`src/rtl/event_pkg.sv`:
```
// rtl/event_pkg.sv - shared constants and FSM state type for the event chunk feeder
package event_pkg;

  localparam int CHUNK_LEN_DEFAULT = 384;

  typedef enum logic [1:0] {
    IDLE   = 2'd0,
    STREAM = 2'd1,
    PAD    = 2'd2,
    DRAIN  = 2'd3
  } state_t;

endpackage

```
`src/rtl/event_chunk_feeder.sv`:
```
// rtl/event_chunk_feeder.sv - pulls one fixed-length chunk from the link buffer into the store stage
module event_chunk_feeder
  import event_pkg::*;
#(
  parameter int CHUNK_LEN = CHUNK_LEN_DEFAULT
) (
  input  logic        clk,
  input  logic        rst_n,
  input  logic        enable_i,
  input  logic [63:0] s_axis_tdata,
  input  logic        s_axis_tvalid,
  output logic        s_axis_tready,
  input  logic        s_axis_tlast,
  input  logic        space_avail_i,
  output logic [63:0] payload_o,
  output logic        payload_valid_o,
  output logic        payload_last_o,
  output logic        err_short_o,
  output logic        err_long_o,
  output logic [15:0] chunk_count_o
);

  localparam int CNT_W = $clog2(CHUNK_LEN);
  localparam logic [CNT_W-1:0] LAST_CNT = CNT_W'(CHUNK_LEN - 1);

  // Chunks must keep 12-bit sample packing aligned across 64-bit words.
  if (CHUNK_LEN <= 0 || (CHUNK_LEN % 6) != 0) begin : g_bad_chunk_len
    $error("CHUNK_LEN must be a nonzero multiple of 6");
  end

  state_t           r_state;
  state_t           w_state_next;
  logic [CNT_W-1:0] r_cnt;
  logic [63:0]      r_payload;
  logic             r_payload_valid;
  logic             r_payload_last;
  logic             r_err_short;
  logic             r_err_long;
  logic [15:0]      r_chunk_count;

  logic             w_at_end;
  logic             w_tready;
  logic             w_emit;
  logic [63:0]      w_emit_data;
  logic             w_emit_last;
  logic             w_cnt_inc;
  logic             w_cnt_clr;
  logic             w_set_short;
  logic             w_set_long;
  logic             w_done;

  assign w_at_end = (r_cnt == LAST_CNT);

  // Next-state and per-cycle actions; every started chunk emits exactly CHUNK_LEN words.
  always_comb begin
    w_state_next = r_state;
    w_tready     = 1'b0;
    w_emit       = 1'b0;
    w_emit_data  = 64'd0;
    w_emit_last  = 1'b0;
    w_cnt_inc    = 1'b0;
    w_cnt_clr    = 1'b0;
    w_set_short  = 1'b0;
    w_set_long   = 1'b0;
    w_done       = 1'b0;
    case (r_state)
      IDLE: begin
        // Room is only checked here: once started, a chunk never stalls downstream.
        if (enable_i && space_avail_i && s_axis_tvalid) begin
          w_state_next = STREAM;
        end
      end
      STREAM: begin
        w_tready = 1'b1;
        if (s_axis_tvalid) begin
          w_emit      = 1'b1;
          w_emit_data = s_axis_tdata;
          w_emit_last = w_at_end;
          if (w_at_end) begin
            w_cnt_clr = 1'b1;
            if (s_axis_tlast) begin
              w_done       = 1'b1;
              w_state_next = IDLE;
            end else begin
              w_set_long   = 1'b1;
              w_state_next = DRAIN;
            end
          end else begin
            w_cnt_inc = 1'b1;
            if (s_axis_tlast) begin
              w_set_short  = 1'b1;
              w_state_next = PAD;
            end
          end
        end
      end
      PAD: begin
        w_emit      = 1'b1;
        w_emit_last = w_at_end;
        if (w_at_end) begin
          w_cnt_clr    = 1'b1;
          w_done       = 1'b1;
          w_state_next = IDLE;
        end else begin
          w_cnt_inc = 1'b1;
        end
      end
      DRAIN: begin
        // Overrun beats are swallowed up to and including the source's own tlast.
        w_tready = 1'b1;
        if (s_axis_tvalid && s_axis_tlast) begin
          w_done       = 1'b1;
          w_state_next = IDLE;
        end
      end
      default: w_state_next = IDLE;
    endcase
  end

  // FSM state register.
  always_ff @(posedge clk) begin
    if (!rst_n) begin
      r_state <= IDLE;
    end else begin
      r_state <= w_state_next;
    end
  end

  // Word counter, registered output word, sticky error flags and completed-chunk count.
  always_ff @(posedge clk) begin
    if (!rst_n) begin
      r_cnt           <= '0;
      r_payload       <= 64'd0;
      r_payload_valid <= 1'b0;
      r_payload_last  <= 1'b0;
      r_err_short     <= 1'b0;
      r_err_long      <= 1'b0;
      r_chunk_count   <= 16'd0;
    end else begin
      r_payload       <= w_emit_data;
      r_payload_valid <= w_emit;
      r_payload_last  <= w_emit_last;
      if (w_cnt_clr) begin
        r_cnt <= '0;
      end else if (w_cnt_inc) begin
        r_cnt <= r_cnt + CNT_W'(1);
      end
      if (w_set_short) r_err_short <= 1'b1;
      if (w_set_long)  r_err_long  <= 1'b1;
      if (w_done)      r_chunk_count <= r_chunk_count + 16'd1;
    end
  end

  assign s_axis_tready   = w_tready;
  assign payload_o       = r_payload;
  assign payload_valid_o = r_payload_valid;
  assign payload_last_o  = r_payload_last;
  assign err_short_o     = r_err_short;
  assign err_long_o      = r_err_long;
  assign chunk_count_o   = r_chunk_count;

endmodule

```
`config.mk`:
```
export PLATFORM = sky130hd
export DESIGN_NAME = event_chunk_feeder
export DESIGN_NICKNAME = d
export VERILOG_FILES = /design/src/rtl/event_pkg.sv /design/src/rtl/event_chunk_feeder.sv
export SDC_FILE = /design/constraint.sdc
export NUM_CORES = 1
export LEC_CHECK = 0
export CAP_MARGIN = 20
export CORE_MARGIN = 3
export CORE_UTILIZATION = 30
export CTS_CLUSTER_DIAMETER = 100
export CTS_CLUSTER_SIZE = 24
export DETAILED_ROUTE_END_ITERATION = 10
export SETUP_SLACK_MARGIN = 0.2
export SLEW_MARGIN = 0
export SYNTH_ARGS = -nofsm -noshare
export SYNTH_HDL_FRONTEND = slang
export SYNTH_SLANG_ARGS = --single-unit
```
`constraint.sdc`:
```
create_clock -name clk -period 7.25 [get_ports clk]
set_clock_uncertainty 0.2 [all_clocks]
set_input_delay 1.8125 -clock clk [delete_from_list [all_inputs] [get_ports clk]]
set_output_delay 1.8125 -clock clk [all_outputs]
set_load 0.01 [all_outputs]
```
# == Word-level counts from Yosys, hierarchy flattened ==
# Index checks and enable logic that the tools add are counted.
# totals
ff_bits,95
out_inout_bits,85
# classes
addsub,2
eq_ne,9
mux,31
bitwise,1
n_reduce_logical,8
# op_table
op,count
$mux 1,18
$add 16x1->16 const B,1
$mux 2,7
$add 9x1->9 const B,1
$eq 9x9->1 const B,1
$ne 2x2->1 const B,4
$pmux 1 s2,4
$pmux 2 s4,1
$reduce_and 5->1,1
$eq 2x2->1 const B,2
$reduce_or 2->1,2
$logic_and 1x1->1,3
$ne 3x3->1 const B,1
$pmux 1 s3,1
$reduce_and 3->1,1
$eq 2x1->1 const B,1
$logic_not 2->1,1
$not 1->1,1

# == Logic depth before layout (Yosys ltp) ==
# logic_depth
depth_word,5
depth_mapped,9

# == Least setup slack after synthesis ==
# Ideal clock, no wire load.
# synth_path
kind,in2reg
startpoint,input s_axis_tlast
endpoint,register r_chunk_count[11] (netlist: chunk_count_o[11])
setup_time_ns,0.070
t_arrival_ns,3.170
required_time_ns,6.980
slack_ns,3.809
cell_stages,5
cell_sequence,a31oi_1 or4_4 a21o_1 or4_1 a21oi_1
# synth_between
elab_chain_len,4
elab_cells_between_ends,6
classes_between,mux: 5; reduce/logical: 1
# synth_lines
item,line,text
"start, declared",event_chunk_feeder.sv:13,"input logic s_axis_tlast,"
$mux 1,event_chunk_feeder.sv:81,if (s_axis_tlast) begin
$mux 1,event_chunk_feeder.sv:79,if (w_at_end) begin
$mux 1,event_chunk_feeder.sv:75,if (s_axis_tvalid) begin
$pmux 1 s3 (*),event_chunk_feeder.sv:66,case (r_state)
"end signal, assigned",event_chunk_feeder.sv:150,if (w_done) r_chunk_count <= r_chunk_count + 16'd1;
"end, declared",event_chunk_feeder.sv:39,logic [15:0] r_chunk_count;
# Every way passes the cells marked *; elsewhere a longest branch is shown, timed or not.
# A chain may end at the register's enable or synchronous reset.

# == Worst setup path in the final report ==
# layout_path
startpoint,register r_state[1]
endpoint,output s_axis_tready
# layout_between
elab_chain_len,3
elab_cells_between_ends,4
classes_between,eq/ne: 2; mux: 1; reduce/logical: 1
# layout_lines
item,line,text
"start, declared",event_chunk_feeder.sv:31,state_t r_state;
"start signal, assigned",event_chunk_feeder.sv:125,r_state <= w_state_next;
$eq 2x2->1 / $eq 2x1->1 (equally long branches),event_chunk_feeder.sv:66,
$reduce_or 2->1 (no source line) (*),-,
$mux 1 (*),event_chunk_feeder.sv:66,
"end, declared",event_chunk_feeder.sv:12,"output logic s_axis_tready,"
# Marks and branches as above.

==> metrics.txt <==
critical path required time=5240 ps; Top FF cell, synth=dfxtp_1; Gates resized, CTS repair=0; routability cong.=approximately 0.78; drt total wl=roughly 8400 um; worst slew pin tran=804 ps; Yosys top cell area share=0.582; worst reg-to-reg setup slack=between 4000 and 5000 ps; setup bufs post-CTS=0; EDFF count, synth=0; Critical Path End Type=primary output; Mapped Nets=between 300 and 400; commonest non-fill, non-tap cells in the layout=clkdlybuf4s50_1 (154), dfxtp_1 (95), and2_1 (67); Mapped Cells=around 320; hpwl dp=6160 um; register bit total from synthesis=95; P&R area growth vs syn=56.9%; Final Hold Vio Count=0; most common cell after layout, fill and taps aside=clkdlybuf4s50_1; H-tree depth=3; number of global-route vias before repair=around 2,600; clk buf depth=2; critical path peak fanout=9; Avg Cell Area, Syn=~10 um^2; GRT Residual Overflow=0; Max Fclk=0.254 GHz; WS Path Type=reg2out; Layout Nets=547; WL/cell=about 14 um; I/O Buffers=approximately 150; Mapped Area=~0.0033 mm^2; Pwr Density=~190 mW/mm^2; final max-slew violation count=0; die height=between 100 and 150 um; clock latency on the worst-skew pair=around 360 ps; num ports=approximately 160; main area contributors after synthesis=dfxtp_1 (58%), and2_1 (13%), ha_1 (2.7%); Pre-antenna DRT Iters=4; share of layout cells above drive strength 1=0.0484; width of the die=110 um; Root Driver=clkbuf_8; cts hold-fix bufs=0; initial core utilization=0.312; placed cells=between 500 and 600; status=completed; clock tree sinks=95; CP arrival=a little under 2000 ps; synth unique cells=44; Synth warnings=0; Antenna Violating Nets Remaining=0; CP Launch Type=flop; post-layout min period=3940 ps; drc violations=0; Worst Hold Class=reg2reg; setup violators final=0; worst vdd ir=around 0.086 mV; Post-synth ARST share=0; DRT iter0 DRCs=145; DR vias=2,673; Rows=37; RSZ-0062 raised after global routing=false; Static Leak=about 1.9 nW; Setup TNS=0 ps; reported max-cap violation count=0; sequential share of the synthesized area=0.582; CTS clk-pin slew, worst paths=roughly 100 ps; Slew HR=0.459; fin crit share=0.543; non-filler cells, final=about 600; ANT cells=0; maximum number of pins on one net before global-route repair=66; die footprint=between 0.01 and 0.015 mm^2; GR Util All Layers=0.132; CTS tree=yes; first-pass GRT wire length=12,600 um; antenna violations before repair=0; CTS buffer count=9; post-synth top area cell=dfxtp_1; Core Box Area=approximately 0.010 mm^2; Vias per Instance=about 4.4
sequential cells by signal (all words and copies together), names as in the netlist:
signal	count
payload_o	64
chunk_count_o	16
r_cnt	9
r_state	2
err_long_o	1
err_short_o	1
payload_last_o	1
payload_valid_o	1
Yosys cell counts (3+ instances only):
| cell | count |
|---|---|
| xor2_1 | 7 |
| clkbuf_1 | 11 |
| dfxtp_1 | 95 |
| o31ai_1 | 3 |
| xnor2_1 | 5 |
| nand3_1 | 8 |
| ha_1 | 7 |
| nor3_1 | 4 |
| nand2_1 | 12 |
| or4_1 | 3 |
| inv_1 | 5 |
| o2111ai_1 | 4 |
| and3_1 | 4 |
| nor2_1 | 22 |
| and2_1 | 67 |
| o21ai_0 | 9 |
| a21oi_1 | 11 |
| or3_1 | 5 |
stage by stage:
step | hold slack (ps) | utilization | cell area (um^2) | worst slack (ps) | power (mW)
floorplan | 265 | - | 3270 | 3810 | 0.570
global placement | 259 | 0.472 | 4940 | 3000 | 0.628
detailed placement | 267 | 0.472 | 4940 | 2930 | 0.629
CTS | 290 | 0.490 | 5130 | 3290 | 0.965
global route | 326 | 0.490 | 5130 | 3150 | 0.990
finish | 281 | 0.490 | 5130 | 3310 | 0.951
routing by layer:
metal / share of wire / track usage / vias up / wire length (um)
met4: 0.016 / 0.0563 / 0 / 137
li1: - / - / 1371 / -
met5: 0 / 0 / - / 0
met3: 0.086 / 0.0425 / 9 / 717
met2: 0.49 / 0.218 / 98 / 4110
met1: 0.41 / 0.159 / 1195 / 3410
area by class of cell:
class	instances	area [um^2]
repair buffers	155	1550
inverters	5	18.8
clock inverters	7	62.6
well taps	136	170
clock buffers	9	124
multi-input cells	204	1300
flip-flops and latches	95	1900
fillers	1006	5330
power by group:
group	internal, mW	leakage [nW]	total [mW]	switching [mW]
registers	0.530	0.767	0.533	0.00288
logic	0.0551	1.01	0.0827	0.0276
clock network	0.133	0.0916	0.335	0.203
cell families (layout without fill, tap and decap cells):
logic type      Yosys count  count (layout)  share of synthesized area
simple gates            142             142                      0.251
flops                    95              95                      0.582
compound gates           41              41                     0.0819
buf+inv                  17             176                     0.0199
xor+xnor                 12              12                     0.0321
fa+ha+maj                 7               7                     0.0268
mux                       2               2                    0.00612
final timing paths:
check / startpoint / to / cells past startpoint
worst min-delay path: err_long_o / err_long_o / 1
worst max-delay path: r_state[1] / s_axis_tready / 4
worst min register to register: err_long_o / err_long_o / 1
worst max register to register: r_cnt[0] / chunk_count_o[11] / 6
critical path: stages (launching register included):
cell	delay [ps]
dfxtp_1	390
inv_1	100
ha_1	290
or2_2	310
clkdlybuf4s50_1	490
Power figures use the tool's default switching activity.
